[src/rtl/instruction_cache_sa.sv]
// Set-associative fetch-stage instruction cache.
// Zero-latency hit path, single outstanding line fill, round-robin refill.
module instruction_cache_sa #(
   parameter int ADDR_WIDTH   = 32,
   parameter int LINE_WIDTH   = 128,
   parameter int NUM_SET      = 4,
   parameter int WAYS_PER_SET = 2,
   parameter int CNT_WIDTH    = 32,
   localparam int OFFSET_W    = $clog2(LINE_WIDTH / 8)
) (
   input  logic                           clock,
   input  logic                           reset,
   input  logic                           req_valid,
   input  logic [ADDR_WIDTH-1:0]          req_addr,
   output logic                           icache_ready,
   output logic                           rsp_valid,
   output logic [LINE_WIDTH-1:0]          rsp_data,
   input  logic                           flush,
   output logic                           mem_req_valid,
   input  logic                           mem_req_ready,
   output logic [ADDR_WIDTH-OFFSET_W-1:0] mem_req_addr,
   input  logic                           mem_rsp_valid,
   input  logic [LINE_WIDTH-1:0]          mem_rsp_data,
   output logic [CNT_WIDTH-1:0]           hit_count,
   output logic [CNT_WIDTH-1:0]           miss_count
);

   localparam int SET_BITS = $clog2(NUM_SET);
   localparam int SET_W    = (SET_BITS < 1) ? 1 : SET_BITS;
   localparam int WAY_BITS = $clog2(WAYS_PER_SET);
   localparam int WAY_W    = (WAY_BITS < 1) ? 1 : WAY_BITS;
   localparam int TAG_W    = ADDR_WIDTH - OFFSET_W - SET_BITS;
   localparam int LINE_AW  = ADDR_WIDTH - OFFSET_W;

   typedef enum logic [1:0] {IDLE, MISS_REQ, MISS_WAIT} state_t;

   state_t state_q, state_d;

   logic [TAG_W-1:0]        tag_q   [NUM_SET][WAYS_PER_SET];
   logic [LINE_WIDTH-1:0]   data_q  [NUM_SET][WAYS_PER_SET];
   logic [WAYS_PER_SET-1:0] valid_q [NUM_SET];
   logic [WAY_W-1:0]        ptr_q   [NUM_SET];

   logic [LINE_AW-1:0]    line_q;
   logic [SET_W-1:0]      set_q;
   logic [TAG_W-1:0]      mtag_q;
   logic [WAY_W-1:0]      vic_q;
   logic                  vic_ptr_q;
   logic                  flush_pend_q;
   logic [CNT_WIDTH-1:0]  hit_cnt_q;
   logic [CNT_WIDTH-1:0]  miss_cnt_q;

   logic [SET_W-1:0]      req_set;
   logic [TAG_W-1:0]      req_tag;
   logic                  hit;
   logic [LINE_WIDTH-1:0] hit_line;
   logic                  vic_inv;
   logic [WAY_W-1:0]      vic_way;
   logic                  accept;
   logic                  fill;
   logic                  flush_now;
   logic                  unused_ok;

   generate
      if (NUM_SET == 1) begin : g_one_set
         assign req_set = '0;
      end else begin : g_sets
         assign req_set = req_addr[OFFSET_W+SET_W-1:OFFSET_W];
      end
   endgenerate

   assign req_tag   = req_addr[ADDR_WIDTH-1:OFFSET_W+SET_BITS];
   assign unused_ok = ^req_addr[OFFSET_W-1:0];

   // Tag match across the ways of the addressed set, plus victim choice
   always_comb begin
      hit      = 1'b0;
      hit_line = '0;
      vic_inv  = 1'b0;
      vic_way  = ptr_q[req_set];
      for (int w = 0; w < WAYS_PER_SET; w++) begin
         if (valid_q[req_set][w] && tag_q[req_set][w] == req_tag) begin
            hit      = 1'b1;
            hit_line = data_q[req_set][w];
         end
      end
      for (int w = WAYS_PER_SET - 1; w >= 0; w--) begin
         if (!valid_q[req_set][w]) begin
            vic_inv = 1'b1;
            vic_way = WAY_W'(w);
         end
      end
   end

   assign icache_ready  = (state_q == IDLE) && !flush && !flush_pend_q;
   assign accept        = req_valid && icache_ready;
   assign fill          = (state_q == MISS_WAIT) && mem_rsp_valid;
   assign flush_now     = (state_q == IDLE) && (flush || flush_pend_q);

   assign rsp_valid     = !reset && ((accept && hit) || fill);
   assign rsp_data      = !rsp_valid ? '0 : (fill ? mem_rsp_data : hit_line);
   assign mem_req_valid = !reset && (state_q == MISS_REQ);
   assign mem_req_addr  = mem_req_valid ? line_q : '0;
   assign hit_count     = reset ? '0 : hit_cnt_q;
   assign miss_count    = reset ? '0 : miss_cnt_q;

   // Miss FSM next-state logic
   always_comb begin
      state_d = state_q;
      unique case (state_q)
         IDLE:      if (accept && !hit) state_d = MISS_REQ;
         MISS_REQ:  if (mem_req_ready) state_d = MISS_WAIT;
         MISS_WAIT: if (mem_rsp_valid) state_d = IDLE;
         default:   state_d = IDLE;
      endcase
   end

   // Miss FSM state register
   always_ff @(posedge clock) begin
      if (reset) state_q <= IDLE;
      else       state_q <= state_d;
   end

   // Unreset storage: tag/data arrays and the latched miss context
   always_ff @(posedge clock) begin
      if (accept && !hit) begin
         line_q    <= req_addr[ADDR_WIDTH-1:OFFSET_W];
         set_q     <= req_set;
         mtag_q    <= req_tag;
         vic_q     <= vic_way;
         vic_ptr_q <= !vic_inv;
      end
      if (fill) begin
         tag_q[set_q][vic_q]  <= mtag_q;
         data_q[set_q][vic_q] <= mem_rsp_data;
      end
   end

   // Valid bits, replacement pointers, pending flush and counters
   always_ff @(posedge clock) begin
      if (reset) begin
         for (int s = 0; s < NUM_SET; s++) begin
            valid_q[s] <= '0;
            ptr_q[s]   <= '0;
         end
         flush_pend_q <= 1'b0;
         hit_cnt_q    <= '0;
         miss_cnt_q   <= '0;
      end else begin
         if (flush_now) begin
            for (int s = 0; s < NUM_SET; s++) begin
               valid_q[s] <= '0;
               ptr_q[s]   <= '0;
            end
            flush_pend_q <= 1'b0;
         end else begin
            if (flush) flush_pend_q <= 1'b1;
            if (fill) begin
               valid_q[set_q][vic_q] <= 1'b1;
               if (vic_ptr_q) begin
                  if (int'(ptr_q[set_q]) == WAYS_PER_SET - 1)
                     ptr_q[set_q] <= '0;
                  else
                     ptr_q[set_q] <= ptr_q[set_q] + 1'b1;
               end
            end
         end
         if (accept && hit && hit_cnt_q != '1)
            hit_cnt_q <= hit_cnt_q + 1'b1;
         if (accept && !hit && miss_cnt_q != '1)
            miss_cnt_q <= miss_cnt_q + 1'b1;
      end
   end

endmodule

[config.mk]
export PLATFORM = sky130hd
export DESIGN_NAME = instruction_cache_sa
export DESIGN_NICKNAME = d
export VERILOG_FILES = /design/src/rtl/instruction_cache_sa.sv
export SDC_FILE = /design/constraint.sdc
export NUM_CORES = 1
export LEC_CHECK = 0
export BUFFER_PORTS_ARGS = -buffer_cell sky130_fd_sc_hd__buf_4
export CAP_MARGIN = 20
export CELL_PAD_IN_SITES_DETAIL_PLACEMENT = 0
export CELL_PAD_IN_SITES_GLOBAL_PLACEMENT = 1
export CORE_MARGIN = 4
export CORE_UTILIZATION = 35
export CTS_CLUSTER_SIZE = 12
export DETAILED_ROUTE_END_ITERATION = 12
export PLACE_DENSITY_LB_ADDON = 0.1
export SYNTH_ARGS = -nofsm -noshare
export SYNTH_HDL_FRONTEND = slang
export SYNTH_SLANG_ARGS = --single-unit
[constraint.sdc]
create_clock -name clock -period 16.3 [get_ports clock]
set_clock_uncertainty 0.05 [all_clocks]
set_input_delay 0.815 -clock clock [delete_from_list [all_inputs] [get_ports clock]]
set_output_delay 0.815 -clock clock [all_outputs]
set_load 0.02 [all_outputs]
==> metrics.yaml <==
worst_setup_path_start_kind: "input pin"
ys_warn_count: 0
cts_htree_levels: 4
synthAdderAreaFrac_pct: 0.0445
vdd_drop_max_mv: 0.0835
synthXorXnorAreaFrac_pct: 0.713
clock_path_buffers: 3
clock_latency_ns: 0.76
path_clk_slew_ns: 0.05
synth_commonest_cells: "1,266 x edfxtp_1, 298 x mux4_2, 205 x nor2_1"
nets: 3576
synthSimpleGateAreaFrac_pct: 9.44
fmax_ghz: 0.116
drive_above_1_share_pct: 35.1
route.antenna.remaining_nets: 0
post_cts_buffers: 0
post_cts_resize_count: 0
synth.avg_cell_area_sq_um: 18.6
setup_slack_ns: 7.69
synth.most_common_cell: "edfxtp_1"
wl_per_cell_um: 28.4
crit_path_end_kind: "output pin"
synth_top_family_by_area: "multiplexers"
fp.coreArea_sq_um: 159000
wl_um: 159000
avgViaCountPerCell: 5.48
dr.pass1.iters: 7
netlist_area_sq_um: 56200
p_per_area_nw_per_um2: 111
synth_edf_count: 1266
met2WireLength_um: 80500
hold_viol_final: 0
synthTopCellsByArea: "edfxtp_1 68%, mux4_2 12%, dfxtp_1 2.7%"
maxCapViolCount: 0
multiInputGateArea_sq_um: 15600
holdWs_ns: 0.242
maxSlewHeadroom_pct: 23.7
grt_max_degree: 135
fillers: 14121
timing.setup.critical_path_class: "input pin to output pin"
syn_inst: 3024
cts_tree: "done"
wl_met1_um: 66100
hold_path.class: "input pin to flop"
dp_hpwl_um: 84800
areaGrowthSynthToFinish_pct: 17.5
syn-num-nets: 3192
grt_overflow: 0
cp.arrival_ns: 7.74
fin_util_pct: 41.5
die_area_sq_um: 167000
ys_seq_elements: 1343
ios: 389
grt_usage_pct: 18.7
root_buffer: "clkbuf_16"
floorplan.initialDensity_pct: 35.4
antenna_found_initial: 21
dr_wl_met3_um: 8810
p_leak_nw: 20.7
yosys.area.top_type: "edfxtp_1"
yosysTopAreaCellShare_pct: 67.7
crit_fanout: 73
synth_compound_area_share_pct: 3.79
cp.required_ns: 15.44
ys.flop_type: "edfxtp_1"
status: "finished clean"
worstMarginPinSlew_ns: 1.14
pre_cts_ws_ns: 7.40
first_iter_violations: 2253
slew_violations: 0
regArea_sq_um: 39600
numCtsBuffers: 152
timing.final.crit_share_pct: 52.8
hold_buffers: 0
synth-seq-area-share_pct: 70.4
io_buffers: 384
die_y_um: 409
drc: 0
grt_pass1_wl_um: 230000
via_count: 30789
gp_congestion: 0.774
async_reset_ff_share_pct: 0
dr.max_layer_used: "met5"
grt_setup_unrepaired: "no"
cts_sinks: 1343
fin_setup_tns_ns: 0
fin_crit_ns: 8.61
grt_pass1_vias: 32819
final-setup-viol-count: 0
synthDistinctLibCells: 64
rows: 146
muxShareOfSynthArea_pct: 13.6
die_w_um: 409
## path summary, 6_finish.rpt
check                  end  cells past startpoint  slack (ns)     startpoint
min             line_q[12]                      1        0.24   req_addr[16]
max reg2reg  hit_cnt_q[12]                      9       11.98    tag_q[2][0]
max          rsp_data[124]                     15        7.69    req_addr[5]
min reg2reg  hit_cnt_q[15]                      2        0.44  hit_cnt_q[15]
## state kept, by name, indices dropped and copies added, names as in the netlist, 2 cells and up, named ones only
name,cells
tag_q,208
state_q,2
ptr_q,4
hit_cnt_q,32
line_q,28
valid_q,8
data_q,1024
miss_cnt_q,32
## where the power goes
group / total [mW] / internal (mW) / switching (mW)
clock: 3.22 / 1.84 / 1.38
combinational: 0.301 / 0.125 / 0.177
sequential: 3.79 / 3.78 / 0.0101
## per-layer routing
layer  vias to the layer above  GRT usage [%]
met3                       242           3.82
met4                         8           5.46
met1                     16479           24.1
met5                         -              0
li1                      13200              -
met2                       860           32.0
## placed cells by master (no fill, tap or decap), types with 19 or more instances in the layout
master	netlist	final
a211oi_1	30	30
a211oi_2	100	100
a21oi_1	35	34
and2_1	35	35
and4_1	19	19
buf_4	5	439
clkbuf_1	148	34
clkbuf_16	0	154
clkinv_1	0	40
clkinv_2	0	25
dfxtp_1	77	77
edfxtp_1	1266	1266
mux2_2	49	49
mux2i_1	38	38
mux4_2	298	298
nand2_1	33	33
nand3_1	33	33
nand4_1	38	38
nor2_1	205	201
nor2b_1	67	67
nor3_1	40	36
nor3b_1	131	130
nor4_2	120	120
xnor2_1	35	35
## critical path: stages
cell       delay [ns]
buf_8            0.46
buf_4            0.74
buf_4            0.73
mux2i_1          0.33
or3_1            0.18
nand3_1          0.08
or4b_1           0.51
or4_4            0.55
a2111oi_4        0.32
buf_4            0.47
buf_16           0.29
buf_4            0.87
a211oi_1         0.20
nor4_2           0.64
buf_4            0.27
## through the flow
stage	cell area (sq um)	total power, mW	std cells
after global placement	61200	4.16	5323
after CTS	65900	7.42	5600
after global routing	66000	7.57	5609
final	66000	7.31	5615
after detailed placement	61200	4.17	5323
after floorplan	56200	4.03	3024
## final cells by class
cell class	instances	share of cell area, %
antenna	12	0.0455
clock inverter	88	1.02
sequential	1343	59.9
multi-input combinational	1455	23.7
timing repair buffer	450	5.34
clock buffer	189	6.05
inverter	6	0.0341
tap	2072	3.93
## cells by family after synthesis
kind of cell,after synthesis
and+or+nand+nor,795
DFF,1343
buffers and inverters,226
AOI/OAI and AO/OA,228
adders and majority gates,2
muxes,386
xor gates and xnor gates,44
Power figures use the tool's default switching activity.
